===== src/rtl/cubic_pkg.sv =====
// Shared types and Q16.16 constants for the cubic pipeline frame reducer.
package cubic_pkg;

  typedef enum logic {
    ACCUM,
    EMIT
  } state_t;

  // Order of the four summary beats sent for each frame.
  typedef enum logic [1:0] {
    CNT,
    MIN,
    MAX,
    SUM
  } beat_t;

  localparam int          Q_FRAC = 16;
  localparam logic [31:0] Q_ONE  = 32'h0001_0000;

endpackage


===== src/rtl/axi_stream_if.sv =====
// Minimal AXI4-Stream bundle (TDATA/TVALID/TREADY/TLAST).
interface axi_stream_if #(
  parameter int W = 32
);
  logic [W-1:0] tdata;
  logic         tvalid;
  logic         tready;
  logic         tlast;

  modport master (output tdata, output tvalid, output tlast, input tready);
  modport slave  (input tdata, input tvalid, input tlast, output tready);
endinterface


===== src/rtl/frame_stats_acc.sv =====
// Per-frame count/min/max/sum registers; the sum is a saturating
// DATA_W+CNT_W accumulator, narrowed with saturation for output.
module frame_stats_acc
  import cubic_pkg::*;
#(
  parameter int DATA_W = 32,
  parameter int CNT_W  = 16
) (
  input  logic                     clk,
  input  logic                     clear,
  input  logic                     first,
  input  logic                     update,
  input  logic signed [DATA_W-1:0] data,
  output logic        [CNT_W-1:0]  count,
  output logic signed [DATA_W-1:0] min_v,
  output logic signed [DATA_W-1:0] max_v,
  output logic signed [DATA_W-1:0] sum_sat
);

  localparam int SUM_W = DATA_W + CNT_W;

  logic signed [SUM_W-1:0] sum;
  logic signed [SUM_W-1:0] data_ext;
  logic signed [SUM_W:0]   sum_wide;
  logic signed [SUM_W-1:0] sum_next;
  logic [CNT_W:0]          sum_top;

  assign data_ext = {{CNT_W{data[DATA_W-1]}}, data};
  assign sum_wide = {sum[SUM_W-1], sum} + {data_ext[SUM_W-1], data_ext};

  // Overflow shows up as disagreement between the two top bits of the wide sum.
  always_comb begin
    sum_next = sum_wide[SUM_W-1:0];
    if (sum_wide[SUM_W] != sum_wide[SUM_W-1])
      sum_next = sum_wide[SUM_W] ? {1'b1, {(SUM_W-1){1'b0}}}
                                 : {1'b0, {(SUM_W-1){1'b1}}};
  end

  assign sum_top = sum[SUM_W-1:DATA_W-1];

  always_comb begin
    sum_sat = sum[DATA_W-1:0];
    if (!(&sum_top || ~|sum_top))
      sum_sat = sum[SUM_W-1] ? {1'b1, {(DATA_W-1){1'b0}}}
                             : {1'b0, {(DATA_W-1){1'b1}}};
  end

  // NOTE: non-blocking assignments so every register samples pre-edge values.
  always_ff @(posedge clk) begin
    if (clear) begin
      count <= '0;
      min_v <= '0;
      max_v <= '0;
      sum   <= '0;
    end else if (update) begin
      if (first) begin
        count <= CNT_W'(1);
        min_v <= data;
        max_v <= data;
        sum   <= data_ext;
      end else begin
        if (count != {CNT_W{1'b1}}) count <= count + CNT_W'(1);
        if (data < min_v) min_v <= data;
        if (data > max_v) max_v <= data;
        sum <= sum_next;
      end
    end
  end

endmodule


===== src/rtl/cubic_frame_reducer.sv =====
// Reduces each input frame to four summary beats: count, min, max, sum.
// Accepts input while accumulating; emits the summary while input is held off.
module cubic_frame_reducer
  import cubic_pkg::*;
#(
  parameter int DATA_W = 32,
  parameter int CNT_W  = 16
) (
  input  logic                clk,
  input  logic                rst,
  axi_stream_if.slave         in,
  axi_stream_if.master        out
);

  state_t state;
  beat_t  beat;
  logic   first_q;
  logic   in_hs;
  logic   out_hs;
  logic   emit_valid;

  logic        [CNT_W-1:0]  count;
  logic signed [DATA_W-1:0] min_v;
  logic signed [DATA_W-1:0] max_v;
  logic signed [DATA_W-1:0] sum_sat;
  logic        [DATA_W-1:0] beat_data;

  // Gating with rst keeps both handshakes quiet during the reset cycles themselves.
  assign in.tready  = ~rst & (state == ACCUM);
  assign emit_valid = ~rst & (state == EMIT);
  assign in_hs      = in.tvalid & in.tready;
  assign out_hs     = emit_valid & out.tready;

  always_ff @(posedge clk) begin
    if (rst) begin
      state   <= ACCUM;
      beat    <= CNT;
      first_q <= 1'b1;
    end else begin
      case (state)
        ACCUM: if (in_hs) begin
          first_q <= in.tlast;
          if (in.tlast) begin
            state <= EMIT;
            beat  <= CNT;
          end
        end
        EMIT: if (out_hs) begin
          if (beat == SUM) begin
            state <= ACCUM;
            beat  <= CNT;
          end else begin
            beat <= beat_t'(beat + 2'd1);
          end
        end
        default: state <= ACCUM;
      endcase
    end
  end

  frame_stats_acc #(
    .DATA_W (DATA_W),
    .CNT_W  (CNT_W)
  ) u_stats (
    .clk     (clk),
    .clear   (rst),
    .first   (first_q),
    .update  (in_hs),
    .data    (in.tdata),
    .count   (count),
    .min_v   (min_v),
    .max_v   (max_v),
    .sum_sat (sum_sat)
  );

  // NOTE: default assignment first so no path leaves beat_data unassigned.
  always_comb begin
    beat_data = '0;
    if (emit_valid) begin
      case (beat)
        CNT:     beat_data = DATA_W'(count);
        MIN:     beat_data = min_v;
        MAX:     beat_data = max_v;
        SUM:     beat_data = sum_sat;
        default: beat_data = '0;
      endcase
    end
  end

  assign out.tvalid = emit_valid;
  assign out.tdata  = beat_data;
  assign out.tlast  = emit_valid & (beat == SUM);

endmodule


===== src/flat_wrapper.sv =====
// flat-port wrapper written by rule: the top's interface ports become plain ports
module cubic_frame_reducer_flat import cubic_pkg::*;
#(
  parameter int DATA_W = 32,
  parameter int CNT_W  = 16
)
  (clk, rst, in_tdata, in_tvalid, in_tlast, in_tready, out_tdata, out_tvalid, out_tlast, out_tready);
  axi_stream_if #(.W(32)) in_i ();
  axi_stream_if #(.W(32)) out_i ();
  input  logic clk;
  input  logic rst;
  input wire logic [$bits(in_i.tdata)-1:0] in_tdata;
  input wire logic [$bits(in_i.tvalid)-1:0] in_tvalid;
  input wire logic [$bits(in_i.tlast)-1:0] in_tlast;
  output wire logic [$bits(in_i.tready)-1:0] in_tready;
  output wire logic [$bits(out_i.tdata)-1:0] out_tdata;
  output wire logic [$bits(out_i.tvalid)-1:0] out_tvalid;
  output wire logic [$bits(out_i.tlast)-1:0] out_tlast;
  input wire logic [$bits(out_i.tready)-1:0] out_tready;
  assign in_i.tdata = in_tdata;
  assign in_i.tvalid = in_tvalid;
  assign in_i.tlast = in_tlast;
  assign in_tready = in_i.tready;
  assign out_tdata = out_i.tdata;
  assign out_tvalid = out_i.tvalid;
  assign out_tlast = out_i.tlast;
  assign out_i.tready = out_tready;
  cubic_frame_reducer #(.DATA_W(DATA_W), .CNT_W(CNT_W)) u_core (.clk(clk), .rst(rst), .in(in_i), .out(out_i));
endmodule

===== config.mk =====
export PLATFORM = sky130hd
export DESIGN_NAME = cubic_frame_reducer_flat
export DESIGN_NICKNAME = d
export VERILOG_FILES = /design/src/rtl/cubic_pkg.sv /design/src/rtl/axi_stream_if.sv /design/src/rtl/frame_stats_acc.sv /design/src/rtl/cubic_frame_reducer.sv /design/src/flat_wrapper.sv
export SDC_FILE = /design/constraint.sdc
export NUM_CORES = 1
export LEC_CHECK = 0
export CORE_MARGIN = 1
export CORE_UTILIZATION = 45
export DETAILED_ROUTE_END_ITERATION = 7
export HOLD_SLACK_MARGIN = 0.15
export PLACE_DENSITY_LB_ADDON = 0.25
export SYNTH_ARGS = -nofsm -noshare
export SYNTH_HDL_FRONTEND = slang
export SYNTH_HIERARCHICAL = 1
export SYNTH_SLANG_ARGS = --single-unit

===== constraint.sdc =====
create_clock -name clk -period 5.3 [get_ports clk]
set_input_delay 1.325 -clock clk [delete_from_list [all_inputs] [get_ports clk]]
set_output_delay 1.325 -clock clk [all_outputs]
set_load 0.01 [all_outputs]

* After elaboration in Yosys (flattened, before gate mapping) *
Cells that the tools add are included.

word-level totals
  input port bits = 37
  word-level logic and storage cells = 63
  output and inout bits = 35
  bits in registers = 132

operators by class
  magnitude comparators = 2
  $add $sub $neg = 3
  reduce and logical (&&, ||, !) cells = 13
  bitwise logic cells = 7
  mux-type cells = 23
  equal/unequal tests = 8

operators by type and width
  cell                                            number
  two-way mux 32 bit                              7
  two-way mux 48 bit                              3
  case mux 32 bit (4 select lines)                1
  adder 48 x 32 -> 49 bit                         1
  greater-than comparator 32 bit                  1
  < comparator 32 bit                             1
  two-way mux 16 bit                              2
  AND reduction 17 bit                            1
  OR reduction 17 bit                             1
  adder 16 x 1 -> 16 bit (second input constant)  1
  != test 16 bit (second input constant)          1
  two-way mux 2 bit                               4
  AND reduction 2 bit                             4
  nonzero test 2 bit                              3
  bitwise AND 1 bit                               5
  == test 2 bit (second input constant)           2
  two-way mux 1 bit                               4
  != test 2 bit (second input constant)           2
  case mux 2 bit (2 select lines)                 1
  AND reduction 3 bit                             1
  adder 2 x 1 -> 2 bit (second input constant)    1
  == test 2 x 1 -> 1 bit (second input constant)  1
  zero test 2 bit                                 1
  != test 2 x 1 -> 1 bit (second input constant)  1
  other kinds (5)                                 6

* Depth between registers and ports, before layout *
  depth after elaboration = 6
  gate-level depth with buffers = 14

* Modules after synthesis *
Netlist, hierarchy kept.

by module, submodules not included
  module               seq. area each (sq um)  times used  area an instance (sq um)  cells an instance
  frame_stats_acc      2,562.5                 1           10,136.0                  1,242
  cubic_frame_reducer  80.1                    1           874.6                     124

* Worst setup path before layout *
No wires, ideal clock.

  path type = input to register
  start = input in_tdata[0]
  end = register u_core.u_stats.sum[10]
  buffers on the path = 1
  required time = 5.154 ns
  arrival = 4.049 ns
  path slack = 1.105 ns
  cell stages on the path = 14
  path through = ha_1 -> inv_1 -> fa_1 -> and2b_1 -> o2111ai_1 -> a31oi_1 -> nor2_1 -> a211oi_4 -> o32ai_4 -> and2_1 -> a221o_2 -> nor2_8 -> buf_12 -> a211oi_2

between the ends
  longest elaborated chain between the ends = 4
  elaborated cells on any way between the ends = 5

RTL lines
  what                                                 line                                          RTL
  start, declared                                      flat_wrapper.sv:12                            input wire logic [$bits(in_i.tdata)-1:0] in_tdata;
  adder 48 x 32 -> 49 bit *                            frame_stats_acc.sv:29                         assign sum_wide = {sum[SUM_W-1], sum} + {data_ext[SUM_W-1], data_ext};
  two-way mux 48 bit or != test 1 bit (tied branches)  frame_stats_acc.sv:35, frame_stats_acc.sv:34
  two-way mux 48 bit *                                 frame_stats_acc.sv:34                         if (sum_wide[SUM_W] != sum_wide[SUM_W-1])
  two-way mux 48 bit *                                 frame_stats_acc.sv:56                         if (first) begin
  end signal, assigned                                 frame_stats_acc.sv:60                         sum <= data_ext;
  end signal, assigned                                 frame_stats_acc.sv:65                         sum <= sum_next;
  end, declared                                        frame_stats_acc.sv:22                         logic signed [SUM_W-1:0] sum;

Every way passes the cells marked *; elsewhere a longest branch is shown, timed or not.
A chain may end at the register's enable or synchronous reset.

* Final worst setup path *
  start = input in_tdata[0]
  end = register u_core.u_stats.sum[21]

Same word-level chain as after synthesis.

==> results.cfg <==
[finish]
nets = 1582
diodes = 0
area_growth_pct = 16.2
multi_input_area_um2 = 7670
nFillCells = 2242
final_cells = 1760
post-route-util_pct = 53.9
drive_gt1_share_pct = 10.3
register_area_um2 = 2640

[sta]
slew_violations = 0
setup_viol = 0
min_period_over_period_pct = 92.5
finalHoldViolCount = 0
tightestPinTransition_ps = 1010
layout_min_cycle_time_ps = 4900
setup_tns_ps = 0
setup_ws_ps = 396
max_slew_margin_pct = 32.5
finClkSkew_ps = 17.0
rsz0062_at_grt = no
max_freq_mhz = 204

[synthesis]
synth_top_area_cell = dfxtp_1
synth.net_count = 1520
synth-seq-cells = 132
yosysSeqAreaShare_pct = 24.0
syn_area_um2 = 11000
synth_cells = 1366
async_flop_share_pct = 0
ys_top_cells_by_area = dfxtp_1, ha_1, mux2i_1
yosysWarningCount = 6
synth_edf_count = 0
yosysMostFrequentCell = nor2_1
synth_common_cells = nor2_1, dfxtp_1, ha_1
syn_area_per_cell_um2 = 8.06
synth.distinct_cells = 83
synth_ff_type = dfxtp_1
synth_top_cell_area_share_pct = 24.0

[floorplanning]
dieArea_um2 = 25100
core_area_um2 = 23800
io-pin-count = 72
die_w_um = 158
row_count = 56
start_util_pct = 46.4
die_h_um = 158

[pwr]
power_frac_seq_pct = 33.9
p_sw_share_pct = 36.4
p_switching_mw = 1.18
leakage_nw = 5.25
ir_drop_mv = 0.190
power_mw = 3.24
combPwrFrac_pct = 28.1
pwr_density_cell_nw_per_um2 = 253
power_frac_clock_pct = 38.1
intPower_mw = 2.06

[global_route]
grt_pass1_wl_um = 52200
grt_max_degree = 79
overflow = 0
antenna_found_initial = 1
grt_use_total_pct = 26.5
grt_pass1_vias = 10100

[setup_path]
start_kind = input port
slowest_stage = clkdlybuf4s50_1
critPathBufInv = 2
slowest_delay_ps = 550
critical_path_class = in -> reg
worstPathArrival_ps = 5170
cp_cell_sequence = clkdlybuf4s50_1 > ha_1 > inv_1 > fa_1 > and2b_1 > o2111ai_1 > a31oi_1 > nor2_1 > a211oi_4 > o32ai_4 > and2_1 > a221o_2 > nor2_8 > a211oi_2
crit_family = compound AO/OA/AOI/OAI gates
endpoint_kind = flop
worstPathRequired_ps = 5570
path_max_fanout = 22

[clocking]
cts_setup_buffers = 0
clkLatencyLatePin_ps = 440
ctsLongestPathBuffers = 2
cts_tree = done
cts.sinks = 132
path_clk_slew_ps = 70
cts_resized = 0
ctsRootBufferMaster = clkbuf_16
cts_hold_buf = 0
numCtsBuffers = 17
cts.htree.levels = 4

[drt]
dr.pass1.iters = 6
ant_nets = 0
wire_per_inst_um = 18.6
drcViolationCount = 0
vias = 10600
drtIter0Drc = 915
routed_wl_um = 32700
via_per_inst = 6.01

[placement]
place_worst_setup_slack_ps = 11.1
place_inst = 1728
place.gp.congestion = 0.893
numPortBuffers = 71
place_hpwl_um = 23900

[job]
cap_violations = 0

[worst_hold_path]
hold_class = reg -> reg

[run_status]
outcome = complete, no violations
through the flow:
step | instance area, um2 | hold slack [ps]
CTS | 12800 | 513
detailed placement | 12200 | 503
global placement | 12200 | 474
finish | 12800 | 512
global route | 12800 | 537
floorplan | 11000 | 445
worst min-delay path: stages (launching register included):
cell	delay [ps]
dfxtp_1	330
o21ai_0	80
a21oi_1	60
cells by family after synthesis:
logic type               after synthesis  share of synthesized area (%)
buffers and inverters                172                           6.78
AND/OR/NAND/NOR                      399                           17.9
flip-flops                           132                           24.0
multiplexers                          65                           5.92
XOR/XNOR                              56                           4.45
adder cells (fa/ha/maj)              118                           13.5
AO/OA/AOI/OAI                        424                           27.4
placed cells by master (no fill, tap or decap), types with 20 or more instances in the layout:
cell	netlist	routed
buf_4	0	52
nor2_1	153	152
a222oi_1	32	32
mux2i_1	64	64
xor2_1	28	28
nand3_1	20	20
ha_1	116	116
clkdlybuf4s50_1	0	70
nand4_1	32	32
nand2_1	81	81
dfxtp_1	132	131
xnor2_1	28	28
a211oi_2	22	22
nand3b_1	24	24
a21o_1	76	76
o21ai_0	58	58
inv_1	89	89
a21oi_1	112	111
worst paths after layout:
kind,start,endpoint,slack (ps),depth (start not counted)
setup / recovery,in_tdata[0],u_core/u_stats/sum[21],400,14
hold / removal,u_core/u_stats/count[12],u_core/u_stats/count[12],510,2
setup reg to reg,u_core/u_stats/sum[0],u_core/u_stats/sum[21],1470,13
hold reg to reg,u_core/u_stats/count[12],u_core/u_stats/count[12],510,2
flip-flops by register name, summed over array words and instances, names as in the netlist:
signal and cells:
u_core/u_stats/count 16, u_core/u_stats/min_v 32, u_core/u_stats/max_v 32, u_core/u_stats/sum 48
u_core/state 1, u_core/beat 2, u_core/first_q 1
area by class of cell:
cell class,count,area share (%)
Inverter,90,2.64
Sequential cell,132,20.7
Clock buffer,17,3.32
Tap cell,319,3.12
Timing Repair Buffer,125,8.99
Clock inverter,15,1.37
Multi-Input combinational cell,1062,59.9
power by group through the flow:
stage	combinational (mW)	sequential (mW)	clock [mW]
floorplan	0.648	1.10	0
global placement	0.880	1.12	0
detailed placement	0.888	1.12	0
CTS	0.896	1.10	1.26
global route	1.00	1.11	1.29
finish	0.911	1.10	1.23
metal layers:
| layer | vias up | global-route usage, % | routed length [um] |
|---|---|---|---|
| met4 | 2 | 8.01 | 725 |
| met1 | 5013 | 37.0 | 15600 |
| li1 | 5132 | - | - |
| met3 | 51 | 4.08 | 1990 |
| met2 | 374 | 41.6 | 14300 |
| met5 | - | 0 | 13 |
(Power assumes the default switching activity.)
